[config.mk]
export PLATFORM = sky130hd
export DESIGN_NAME = maple_rx_frame_ctrl
export DESIGN_NICKNAME = d
export VERILOG_FILES = /design/src/rtl/maple_pkg.sv /design/src/rtl/maple_rx_fifo.sv /design/src/rtl/maple_rx_frame_ctrl.sv
export SDC_FILE = /design/constraint.sdc
export NUM_CORES = 1
export LEC_CHECK = 0
export ABC_AREA = 1
export CAP_MARGIN = 20
export CORE_MARGIN = 5
export CORE_UTILIZATION = 45
export DETAILED_ROUTE_END_ITERATION = 10
export SLEW_MARGIN = 20
export SYNTH_ARGS = -nofsm -noshare
export SYNTH_HDL_FRONTEND = slang
export SYNTH_SLANG_ARGS = --single-unit
[constraint.sdc]
create_clock -name aclk -period 7.24 [get_ports aclk]
set_clock_uncertainty 0.15 [all_clocks]
set_input_delay 1.448 -clock aclk [delete_from_list [all_inputs] [get_ports aclk]]
set_output_delay 1.448 -clock aclk [all_outputs]
set_load 0.005 [all_outputs]
[src/rtl/maple_pkg.sv]
// maple_pkg: shared FSM states, m_tuser bit positions and bus pattern counts
// for the Maple receive path.
package maple_pkg;
  typedef enum logic [2:0] {IDLE, SYNC, ARMED, RECV, TERM} state_t;
  localparam int TUSER_CRC   = 0;
  localparam int TUSER_LEN   = 1;
  localparam int TUSER_ABORT = 2;
  localparam int START_CNT   = 4;
  localparam int END_CNT     = 2;
endpackage

[src/rtl/maple_rx_fifo.sv]
// maple_rx_fifo: output beat storage, entry = {tuser[2:0], tlast, tdata[7:0]};
// writes into a full store are dropped, reads from an empty store are ignored.
module maple_rx_fifo #(
  parameter int DEPTH = 1
) (
  input  logic       aclk,
  input  logic       aresetn,
  input  logic       wr_en,
  input  logic [9:0] wr_data,
  output logic       full,
  input  logic       rd_en,
  output logic [9:0] rd_data,
  output logic       empty
);
  localparam int AW = DEPTH > 1 ? $clog2(DEPTH) : 1;
  logic [9:0]    r_mem [2**AW];
  logic [AW-1:0] r_wp, r_rp;
  logic [AW:0]   r_cnt;
  logic          w_wr, w_rd;
  assign full    = r_cnt == (AW+1)'(DEPTH);
  assign empty   = r_cnt == '0;
  assign w_wr    = wr_en && !full;
  assign w_rd    = rd_en && !empty;
  assign rd_data = r_mem[r_rp];
  always_ff @(posedge aclk)
    if (w_wr) r_mem[r_wp] <= wr_data;
  always_ff @(posedge aclk or negedge aresetn)
    if (!aresetn) begin
      r_wp  <= '0;
      r_rp  <= '0;
      r_cnt <= '0;
    end else begin
      r_wp  <= w_wr ? (r_wp == AW'(DEPTH - 1) ? '0 : r_wp + 1'b1) : r_wp;
      r_rp  <= w_rd ? (r_rp == AW'(DEPTH - 1) ? '0 : r_rp + 1'b1) : r_rp;
      r_cnt <= r_cnt + {{AW{1'b0}}, w_wr} - {{AW{1'b0}}, w_rd};
    end
endmodule

[src/rtl/maple_rx_frame_ctrl.sv]
// maple_rx_frame_ctrl: Maple bus receive framing (start/end detect, length, CRC,
// watchdog) feeding an AXI-Stream byte output. MAPLE_RX_FIFO_EN selects a FIFO_DEPTH FIFO.
module maple_rx_frame_ctrl import maple_pkg::*; #(
  parameter int TIMEOUT_CYCLES = 4096,
  parameter int FIFO_DEPTH     = 4
) (
  input  logic       aclk,
  input  logic       aresetn,
  input  logic       sdcka_data,
  input  logic       sdcka_posedge,
  input  logic       sdcka_negedge,
  input  logic       sdckb_data,
  input  logic       sdckb_posedge,
  input  logic       sdckb_negedge,
  output logic       dec_enable,
  input  logic [7:0] dec_tdata,
  input  logic       dec_tvalid,
  output logic [7:0] m_tdata,
  output logic       m_tvalid,
  input  logic       m_tready,
  output logic       m_tlast,
  output logic [2:0] m_tuser,
  output logic       busy,
  output logic       frame_done,
  output logic       err_overflow,
  input  logic       clr_err
);
`ifdef MAPLE_RX_FIFO_EN
  localparam int DEPTH = FIFO_DEPTH;
`else
  localparam int DEPTH = 1 + 0 * FIFO_DEPTH;
`endif
  localparam int WW = $clog2(TIMEOUT_CYCLES + 1);
  state_t        r_state;
  logic [2:0]    r_sync, w_sync_nxt;
  logic [1:0]    r_arun, w_arun_nxt;
  logic [9:0]    r_cnt, r_exp, w_n, w_wdata, w_rdata;
  logic [7:0]    r_crc;
  logic [WW-1:0] r_wd, w_wd_nxt;
  logic [2:0]    w_tuser;
  logic          r_len_err, r_abort, r_dec_en, r_ovf;
  logic          w_edge, w_tmo, w_end, w_first, w_last, w_over, w_term_beat;
  logic          w_dpush, w_tpush, w_push, w_full, w_empty;
  assign w_edge      = |{sdcka_posedge, sdcka_negedge, sdckb_posedge, sdckb_negedge};
  assign w_wd_nxt    = w_edge ? '0 : r_wd + 1'b1;
  assign w_tmo       = w_wd_nxt == WW'(TIMEOUT_CYCLES);
  assign w_arun_nxt  = sdckb_negedge ? '0 : r_arun + {1'b0, sdcka_negedge};
  assign w_end       = w_arun_nxt == 2'(END_CNT);
  assign w_sync_nxt  = r_sync + {2'b00, sdckb_negedge && !sdcka_data};
  assign w_first     = r_cnt == '0;
  assign w_n         = {dec_tdata, 2'b00} + 10'd5;
  assign w_last      = !w_first && (r_cnt + 10'd1 == r_exp);
  assign w_over      = !w_first && (r_cnt >= r_exp);
  // a terminal beat is owed for aborted or short frames, or a full frame followed by extra bytes
  assign w_term_beat = r_cnt != '0 && (r_abort || r_len_err || r_cnt < r_exp);
  assign w_dpush     = r_state == RECV && dec_tvalid && !w_over;
  assign w_tpush     = r_state == TERM && w_term_beat && !w_full;
  assign w_push      = w_dpush || w_tpush;
  always_comb begin
    w_tuser              = '0;
    w_tuser[TUSER_CRC]   = w_dpush && w_last && dec_tdata != r_crc;
    w_tuser[TUSER_LEN]   = !w_dpush && !r_abort;
    w_tuser[TUSER_ABORT] = !w_dpush && r_abort;
  end
  assign w_wdata = {w_tuser, !w_dpush || w_last, w_dpush ? dec_tdata : 8'h00};
  maple_rx_fifo #(.DEPTH(DEPTH)) u_fifo (
    .aclk(aclk), .aresetn(aresetn),
    .wr_en(w_push), .wr_data(w_wdata), .full(w_full),
    .rd_en(m_tready), .rd_data(w_rdata), .empty(w_empty)
  );
  assign m_tvalid = !w_empty;
  assign {m_tuser, m_tlast, m_tdata} = m_tvalid ? w_rdata : '0;
  assign frame_done   = m_tvalid && m_tready && m_tlast;
  assign busy         = r_state != IDLE;
  assign dec_enable   = r_dec_en;
  assign err_overflow = r_ovf;
  always_ff @(posedge aclk or negedge aresetn)
    if (!aresetn) begin
      r_state   <= IDLE;
      r_sync    <= '0;
      r_arun    <= '0;
      r_cnt     <= '0;
      r_exp     <= '0;
      r_crc     <= '0;
      r_wd      <= '0;
      r_len_err <= 1'b0;
      r_abort   <= 1'b0;
      r_dec_en  <= 1'b0;
      r_ovf     <= 1'b0;
    end else begin
      r_ovf <= (w_push && w_full) || (r_ovf && !clr_err);
      r_wd  <= r_state == RECV ? w_wd_nxt : '0;
      case (r_state)
        IDLE:
          if (sdcka_negedge && sdckb_data) begin
            r_state <= SYNC;
            r_sync  <= '0;
          end
        SYNC:
          if (sdcka_posedge) r_state <= IDLE;
          else begin
            r_sync <= w_sync_nxt;
            if (w_sync_nxt == 3'(START_CNT)) r_state <= ARMED;
          end
        ARMED:
          if (sdcka_posedge) begin
            r_state   <= RECV;
            r_dec_en  <= 1'b1;
            r_arun    <= '0;
            r_cnt     <= '0;
            r_exp     <= '0;
            r_crc     <= '0;
            r_len_err <= 1'b0;
            r_abort   <= 1'b0;
          end
        RECV: begin
          r_arun <= w_arun_nxt;
          if (dec_tvalid) begin
            if (w_first) r_exp <= w_n;
            if (w_over) r_len_err <= 1'b1;
            else begin
              r_cnt <= r_cnt + 10'd1;
              r_crc <= w_last ? r_crc : r_crc ^ dec_tdata;
            end
          end
          if (w_end || w_tmo) begin
            r_state  <= TERM;
            r_dec_en <= 1'b0;
            r_abort  <= w_tmo && !w_end;
          end
        end
        TERM:
          if (!w_term_beat || !w_full) r_state <= IDLE;
        default: r_state <= IDLE;
      endcase
    end
endmodule

==> out/metrics.csv, run 1 <==
metric,value,unit
Max Clock Freq,234,MHz
TritonCTS clock tree,done,
max_slew headroom,0.296,
wire length of the first global-routing pass,15.9,mm
sum of routed wire length over all layers,9.38,mm
proportion of power drawn by flip-flops and latches,0.346,
cell type with the largest total area after synthesis,dfrtp_1,
Tcrit/Tclk final,0.589,
proportion of power drawn by combinational gates,0.442,
Ys Warns,0,
Post-synth ARST share,0.844,
sequential element share of the synthesized area,0.416,
Worst Setup End Kind,output pin,
met1 global-route usage,0.227,
Port Buffers,33,
initial antenna violation count,0,
"Data required, critical path",5640,ps
GR met3 Demand/Resource,0.0385,
First DRT Iteration DRCs,161,
most numerous cell types in the synthesized netlist,"nand2_1 (141), inv_1 (79), nor2_1 (65)",
worst r2r src,r_exp[9]$_DFFE_PN0P_,
sort of element at the start of the critical path,input pin,
LEAKAGE,2.24,nW
worst-case clock buffer depth,2,
Post-CTS Setup Inserts,0,
clock network power share,0.212,
internal reg-to-reg setup slack,3540,ps
number of hold violations in the final report,0,
Setup Slack @ Placement,2960,ps
setup repair after global routing missed its margin,false,
top cells by area in the synthesized netlist,"dfrtp_1 (34%), nand2_1 (13%), edfxtp_1 (7.6%)",
Clock Pin Slew Worst Setup and Hold Paths,70,ps
share of cells above drive strength 1,0.0725,
number of levels the H-tree was split into,3,
insertion delay of the later-clocked pin in the worst-skew pair,360,ps
terminus of the critical flop-to-flop path,u_fifo.r_cnt[0]$_DFF_PN0_,
worst voltage drop across the vdd grid,0.136,mV
"flops & latches, synth",64,
Post-synth EDFFs,10,
cell depth of the worst min-delay path,2,
Starting Density,0.457,
commonest register cell after synthesis,dfrtp_1,
number of global-route vias before repair,3571,
final critical-path setup slack,2970,ps
"Max FO, Critical Path",2,
run status,completed,
via count,3501,
total congestion overflow after global routing,0,
DRC errors left,0,
Worst Reg-to-Reg Cells,9,
Resize count post-CTS,0,
max-cap violations,0,
area of the core region,8680,µm²
chip width,104,µm
Clock Tree Root,clkbuf_8,
number of endpoints failing setup at the final stage,0,
pin count of the biggest net entering global routing,55,
Mapped Cells,538,
met2 demand-to-capacity share in global routing,0.291,
type of the tightest min-delay check,flop to flop,
number of buffers added to fix hold violations after cts,0,
number of sinks handled by clock tree synthesis,64,
mean instance size in the synthesized netlist,7.38,µm²
Pre-antenna DRT Iters,4,
ratio of total power to cell area,323,nW/µm²
aggregate negative setup slack,0,ps
die height,104,µm
area of the die,10800,µm²
wire per inst,13.6,µm
Worst Max-Slew Pin Slew,1060,ps
antenna-violating nets left,0,
synthesis-to-layout area growth,15.2,%
Row Count,34,
crit path kind,input pin to output pin,
Sw Pwr,0.627,mW
fraction of synthesized cell area taken by the top area cell type,0.340,
final critical delay including setup and external delays,4270,ps
Global Route Usage Sum,0.177,
HPWL after detailed placement,6.83,mm
global routing's busiest layer,met2,
fraction of power spent switching nets,0.425,
number of filler instances in the final layout,848,
net count reported at finish,611,
most common cell in the netlist,nand2_1,
routed via count divided by cell count,5.10,
Post-Synthesis Cell Area,3970,µm²
launch point of the worst hold path,r_crc[0]$_DFFE_PN0P_,
final weighted congestion in routability-driven placement,0.832,
synth unique cells,33,
io pins,36,
count of antenna diodes in the layout,0,
"Slew Viols, Final",0,
number of buffers inserted during clock tree synthesis,9,
hold-critical path endpoint,r_crc[0]$_DFFE_PN0P_,
overall power consumption,1.48,mW
Cell Int Power,0.849,mW
Arrival @ worst endpoint,2670,ps
[through the flow]
stage          cells  area (µm²)  utilization  hold slack (ps)
3_3_place_gp     671        4380        0.505              322
2_1_floorplan    539        3970            -              304
5_1_grt          687        4570        0.527              373
3_5_place_dp     671        4380        0.505              329
6_report         687        4570        0.527              347
4_1_cts          687        4570        0.527              348
[worst max-delay path, stage by stage]
cell	delay, ps
clkdlybuf4s50_1	450
inv_1	50
nor3_1	190
clkdlybuf4s50_1	530
[layer usage]
layer / vias up / part of all wire
met3: 17 / 0.044
met2: 78 / 0.46
met5: - / 0
met1: 1608 / 0.47
met4: 0 / 0.024
li1: 1798 / -
[registers in the layout, indices dropped and copies added (netlist names)]
register      count
r_cnt            10
r_sync            3
r_exp             9
r_state           3
r_len_err         1
r_crc             8
r_arun            2
dec_enable        1
u_fifo.r_cnt      2
r_abort           1
err_overflow      1
u_fifo.r_mem     10
r_wd             13
[layout by cell type (no fill, tap or decap), types with 2 or more instances in the layout]
cell type,netlist,routed
nor2_1,65,65
nor3_1,8,8
xor2_1,12,12
clkdlybuf4s50_1,0,32
clkbuf_8,0,9
nand3_2,4,4
nor2_2,11,11
inv_2,3,3
o22ai_1,12,12
edfxtp_1,10,10
conb_1,1,2
o211ai_1,2,2
o21ai_1,7,7
ha_1,18,18
o21ai_0,13,13
nand4_1,13,13
inv_1,79,79
or2_2,2,2
a21oi_1,7,7
nand3_1,49,49
o21bai_1,2,2
nand2_1,141,141
dfrtp_1,54,54
xnor2_1,3,3
nand2_2,3,3
nor4_1,3,3
clkinv_2,0,3
[cell type report]
class,count,area (µm²),share of cell area
Tap cell,108,135,0.0295
Timing Repair Buffer,34,333,0.0728
Clock inverter,6,61.3,0.0134
Sequential cell,64,1650,0.361
Clock buffer,10,128,0.0279
Inverter,82,308,0.0673
Multi-Input combinational cell,383,1960,0.428
[power groups by stage]
stage               sequential [mW]  combinational, mW  clock, mW
global placement              0.515              0.644          0
finish                        0.511              0.652      0.313
floorplan                     0.496              0.463          0
detailed placement            0.516              0.658          0
CTS                           0.510              0.660      0.316
global route                  0.522              0.749      0.334
[worst max-delay path by stage]
stage | from | to | slack (ps) | cells past startpoint
final | m_tready | frame_done | 2970 | 4
after floorplan | m_tready | frame_done | 3960 | 2
after detailed placement | m_tready | frame_done | 2960 | 4
after CTS | m_tready | frame_done | 2960 | 4
after global routing | m_tready | frame_done | 2880 | 4
after global placement | m_tready | frame_done | 2990 | 4
[cells by family after synthesis]
kind of cell | count (synthesis) | share of synthesized area
compound gates | 47 | 0.0693
other cells | 1 | 0.000945
buf+inv | 92 | 0.0920
xor+xnor | 15 | 0.0331
flops | 64 | 0.416
simple gates | 301 | 0.332
fa+ha+maj | 18 | 0.0567
No activity file was read; power rests on OpenSTA's default activity.
==> inputs of run 2 (changes only) <==
--- a/config.mk
+++ b/config.mk
@@ -10,6 +10,7 @@
 export CORE_MARGIN = 5
 export CORE_UTILIZATION = 45
 export DETAILED_ROUTE_END_ITERATION = 10
+export PLACE_DENSITY = 0.67
 export SLEW_MARGIN = 20
 export SYNTH_ARGS = -nofsm -noshare
 export SYNTH_HDL_FRONTEND = slang
==> constraint.sdc (replaced) <==
create_clock -name aclk -period 3.43 [get_ports aclk]
set_clock_uncertainty 0.15 [all_clocks]
set_input_delay 0.686 -clock aclk [delete_from_list [all_inputs] [get_ports aclk]]
set_output_delay 0.686 -clock aclk [all_outputs]
set_load 0.005 [all_outputs]
==> out/metrics.csv, run 2 (synthesized netlist as in run 1, its figures left out) <==
metric,value,unit
"Data required, critical path",2590,ps
final weighted congestion in routability-driven placement,0.866,
number of global-route vias before repair,3405,
die height,104,µm
Arrival @ worst endpoint,1910,ps
Tcrit/Tclk final,0.800,
sum of routed wire length over all layers,9.06,mm
Global Route Usage Sum,0.177,
HPWL after detailed placement,6.99,mm
sort of element at the start of the critical path,flop,
chip width,104,µm
count of antenna diodes in the layout,0,
Row Count,34,
worst-case clock buffer depth,2,
most used cells in the layout excluding fill and tap cells,"nand2_1 (141), inv_1 (79), nor2_1 (65)",
number of filler instances in the final layout,850,
final critical delay including setup and external delays,2740,ps
synthesis-to-layout area growth,15.7,%
terminus of the critical flop-to-flop path,u_fifo.r_mem[0][8]$_DFFE_PP_,
most common library cell in the layout ignoring fill and taps,nand2_1,
worst r2r src,r_exp[7]$_DFFE_PN0P_,
share of cells above drive strength 1,0.0755,
wire length of the first global-routing pass,15.9,mm
Worst Reg-to-Reg Cells,11,
number of endpoints failing setup at the final stage,0,
Post-CTS Setup Inserts,0,
proportion of power drawn by combinational gates,0.450,
antenna-violating nets left,0,
aggregate negative setup slack,0,ps
Clock Tree Root,clkbuf_8,
Max Clock Freq,365,MHz
"Max FO, Critical Path",13,
total congestion overflow after global routing,0,
Worst Setup End Kind,output pin,
final critical-path setup slack,687,ps
"Slew Viols, Final",0,
max_slew headroom,0.500,
routed via count divided by cell count,5.09,
area of combinational cells with multiple inputs,1960,µm²
worst voltage drop across the vdd grid,0.324,mV
number of buffers added to fix hold violations after cts,0,
clock network power share,0.201,
Setup Slack @ Placement,674,ps
crit path kind,flop to output pin,
Sw Pwr,1.27,mW
ratio of total power to cell area,670,nW/µm²
setup repair after global routing missed its margin,false,
number of levels the H-tree was split into,3,
Worst Max-Slew Pin Slew,747,ps
initial antenna violation count,0,
First DRT Iteration DRCs,153,
proportion of power drawn by flip-flops and latches,0.349,
pin count of the biggest net entering global routing,33,
DRC errors left,0,
wire per inst,13.1,µm
register area,1650,µm²
TritonCTS clock tree,done,
io pins,36,
Port Buffers,33,
internal reg-to-reg setup slack,700,ps
area of the die,10800,µm²
LEAKAGE,2.26,nW
max-cap violations,0,
via count,3518,
Cell Int Power,1.81,mW
area of the core region,8680,µm²
net count reported at finish,615,
number of flip-flops in the largest register,13,
largest registers ranked by flip-flop count,"r_wd (13), r_cnt (10), u_fifo.r_mem (10)",
number of buffers inserted during clock tree synthesis,9,
Pre-antenna DRT Iters,5,
Resize count post-CTS,0,
Starting Density,0.457,
number of sinks handled by clock tree synthesis,64,
Clock Pin Slew Worst Setup and Hold Paths,70,ps
run status,completed,
fraction of power spent switching nets,0.413,
register bank with the most flops,r_wd,
type of the tightest min-delay check,input pin to async pin,
number of hold violations in the final report,0,
insertion delay of the later-clocked pin in the worst-skew pair,340,ps
-- run 2: cell count changes in the layout (fill, tap and decap cells not counted), sizes merged --
cell      change
buf           +4
clkbuf        +2
clkinv        -1
clkinvlp      -1
-- run 2: how the worst max path moves through the flow --
stage	from	endpoint	slack (ps)
global route	r_exp[8]$_DFFE_PN0P_	u_fifo.r_cnt[1]$_DFF_PN0_	530
CTS	u_fifo.r_cnt[1]$_DFF_PN0_	m_tdata[7]	640
floorplan	r_cnt[5]$_DFFE_PN0P_	u_fifo.r_cnt[0]$_DFF_PN0_	650
finish	u_fifo.r_cnt[1]$_DFF_PN0_	frame_done	690
global placement	m_tready	frame_done	720
detailed placement	sdcka_posedge	r_state[2]$_DFFE_PN0P_	670
-- run 2: area by class of cell --
| class | count | area share |
|---|---|---|
| Timing Repair Buffer | 38 | 0.0790 |
| Multi-Input combinational cell | 383 | 0.426 |
| Clock inverter | 4 | 0.00980 |
| Tap cell | 108 | 0.0294 |
| Clock buffer | 12 | 0.0294 |
| Inverter | 82 | 0.0670 |
| Sequential cell | 64 | 0.359 |
-- run 2: per-stage QoR --
stage          utilization  power, mW  instances  instance area [µm²]  hold WS [ps]
2_1_floorplan            -       2.03        539                 3970           240
3_3_place_gp         0.509       2.44        675                 4410           322
3_5_place_dp         0.509       2.47        675                 4410           330
4_1_cts              0.529       3.10        691                 4590           198
5_1_grt              0.529       3.36        691                 4590           227
6_report             0.529       3.08        691                 4590           196
-- run 2: critical path: stages (launching register included) --
cell and delay (ps):
dfrtp_1 410, nor2_1 580, nor3_1 100, clkdlybuf4s50_1 480
-- run 2: power by group through the flow --
stage / clock network [mW] / registers (mW) / logic [mW]
detailed placement: 0 / 1.09 / 1.38
finish: 0.619 / 1.08 / 1.38
global route: 0.674 / 1.10 / 1.59
global placement: 0 / 1.08 / 1.36
floorplan: 0 / 1.05 / 0.977
CTS: 0.631 / 1.07 / 1.39
-- run 2: metal layers --
layer | track usage | vias to the layer above | share of wire
met5 | 0 | - | 0
met4 | 0.0416 | 0 | 0.0084
met3 | 0.0447 | 6 | 0.059
met2 | 0.293 | 86 | 0.49
met1 | 0.233 | 1621 | 0.45
li1 | - | 1805 | -
==> inputs of run 3 (changes only) <==
--- a/config.mk
+++ b/config.mk
@@ -10,7 +10,6 @@
 export CORE_MARGIN = 5
 export CORE_UTILIZATION = 45
 export DETAILED_ROUTE_END_ITERATION = 10
-export PLACE_DENSITY = 0.67
 export SLEW_MARGIN = 20
 export SYNTH_ARGS = -nofsm -noshare
 export SYNTH_HDL_FRONTEND = slang
==> constraint.sdc (replaced) <==
create_clock -name aclk -period 2.82 [get_ports aclk]
set_clock_uncertainty 0.15 [all_clocks]
set_input_delay 0.564 -clock aclk [delete_from_list [all_inputs] [get_ports aclk]]
set_output_delay 0.564 -clock aclk [all_outputs]
set_load 0.005 [all_outputs]
==> out/metrics.csv, run 3 (synthesized netlist as in run 1, its figures left out) <==
metric,value,unit
Fin Hold WS,73.2,ps
die height,104,µm
number of endpoints failing setup at the final stage,0,
area of the core region,8680,µm²
buffer and inverter count on the worst path,3,
max_slew headroom,0.608,
GR met3 Demand/Resource,0.0366,
type of the tightest min-delay check,input pin to async pin,
Arrival @ worst endpoint,2450,ps
worst voltage drop across the vdd grid,0.404,mV
crit path kind,flop to flop,
met2 demand-to-capacity share in global routing,0.300,
worst-case clock buffer depth,2,
number of global-route vias before repair,3401,
area of the die,10800,µm²
largest registers ranked by flip-flop count,"r_wd (13), r_cnt (10), u_fifo.r_mem (10)",
Worst Setup End Kind,flop,
most used cells in the layout excluding fill and tap cells,"nand2_1 (141), inv_1 (79), nor2_1 (65)",
ratio of total power to cell area,825,nW/µm²
wire length of the first global-routing pass,15.9,mm
sort of element at the start of the critical path,flop,
global routing's busiest layer,met2,
run status,completed,
Clock Pin Slew Worst Setup and Hold Paths,80,ps
total congestion overflow after global routing,0,
cells along the critical path,"inv_1, ha_1, a21o_1, nor2_1, nand4_1, nand2_1, nand3_1, buf_4, inv_1, nand2_1",
DRC errors left,0,
net count reported at finish,621,
met1 global-route usage,0.227,
Critical Path Max Stage Delay,390,ps
Starting Density,0.457,
via count,3537,
final critical delay including setup and external delays,2500,ps
aggregate negative setup slack,0,ps
register bank with the most flops,r_wd,
sum of routed wire length over all layers,9.17,mm
count of antenna diodes in the layout,0,
Post-CTS Setup Inserts,0,
number of hold violations in the final report,0,
TritonCTS clock tree,done,
Resize count post-CTS,0,
Pre-antenna DRT Iters,4,
Port Buffers,33,
First DRT Iteration DRCs,122,
"Slew Viols, Final",0,
Global Route Usage Sum,0.176,
chip width,104,µm
share of cells above drive strength 1,0.0866,
kind of cell adding the most delay to the critical path,simple AND/OR/NAND/NOR gates,
most common library cell in the layout ignoring fill and taps,nand2_1,
HPWL after detailed placement,7.09,mm
setup repair after global routing missed its margin,false,
insertion delay of the later-clocked pin in the worst-skew pair,340,ps
Max Clock Freq,400,MHz
number of flip-flops in the largest register,13,
final weighted congestion in routability-driven placement,0.860,
Tcrit/Tclk final,0.887,
number of sinks handled by clock tree synthesis,64,
Row Count,34,
number of levels the H-tree was split into,3,
"Max FO, Critical Path",10,
wire per inst,13.2,µm
routed via count divided by cell count,5.07,
pin count of the biggest net entering global routing,31,
number of buffers added to fix hold violations after cts,0,
LEAKAGE,2.29,nW
number of buffers inserted during clock tree synthesis,9,
"Data required, critical path",2770,ps
antenna-violating nets left,0,
slowest CP cell,dfrtp_1,
Worst Max-Slew Pin Slew,587,ps
synthesis-to-layout area growth,17.4,%
initial antenna violation count,0,
max-cap violations,0,
Clock Tree Root,clkbuf_8,
io pins,36,
## run 3: cell count changes in the layout (fill, tap and decap cells not counted), sizes merged
cell	previous run	this run
buf	6	12
clkbuf	12	10
clkinvlp	0	1
clkinv	3	4
## run 3: routing by layer
| metal | part of all wire | vias up | wire, µm |
|---|---|---|---|
| met1 | 0.46 | 1673 | 4220 |
| met3 | 0.033 | 8 | 299 |
| met5 | 0 | - | 0 |
| met2 | 0.50 | 47 | 4580 |
| li1 | - | 1809 | - |
| met4 | 0.0080 | 0 | 73 |
## run 3: per-stage QoR
step / std cells / instance area (µm²) / util / setup slack (ps) / total power [mW]
global route: 697 / 4660 / 0.537 / 162 / 4.17
CTS: 697 / 4660 / 0.537 / 327 / 3.87
global placement: 681 / 4470 / 0.515 / 354 / 3.06
detailed placement: 681 / 4470 / 0.515 / 310 / 3.09
floorplan: 539 / 3970 / - / 40.5 / 2.46
finish: 697 / 4660 / 0.537 / 318 / 3.85
## run 3: power by group
group | switching, mW | total (mW) | internal (mW)
clock | 0.372 | 0.776 | 0.404
sequential | 0.158 | 1.31 | 1.15
combinational | 1.08 | 1.76 | 0.685
total | 1.61 | 3.85 | 2.24
## run 3: final cells by class
cell class	count	area, µm²
fill	872	4020
multi-input combinational	383	1960
sequential	64	1650
timing repair buffer	44	420
inverter	82	308
tap	108	135
clock buffer	10	128
clock inverter	6	60.1
## run 3: worst paths after layout
kind	startpoint	to	slack, ps	cells after the start
worst min-delay path	aresetn	r_cnt[0]$_DFFE_PN0P_	70	1
min in group aclk	r_len_err$_DFFE_PN0P_	r_len_err$_DFFE_PN0P_	340	2
worst max-delay path	r_exp[9]$_DFFE_PN0P_	u_fifo.r_mem[0][8]$_DFFE_PP_	320	10
worst min register to register	r_len_err$_DFFE_PN0P_	r_len_err$_DFFE_PN0P_	340	2
max in group asynchronous	aresetn	r_exp[4]$_DFFE_PN0P_	1870	2
worst max register to register	r_exp[9]$_DFFE_PN0P_	u_fifo.r_mem[0][8]$_DFFE_PP_	320	10
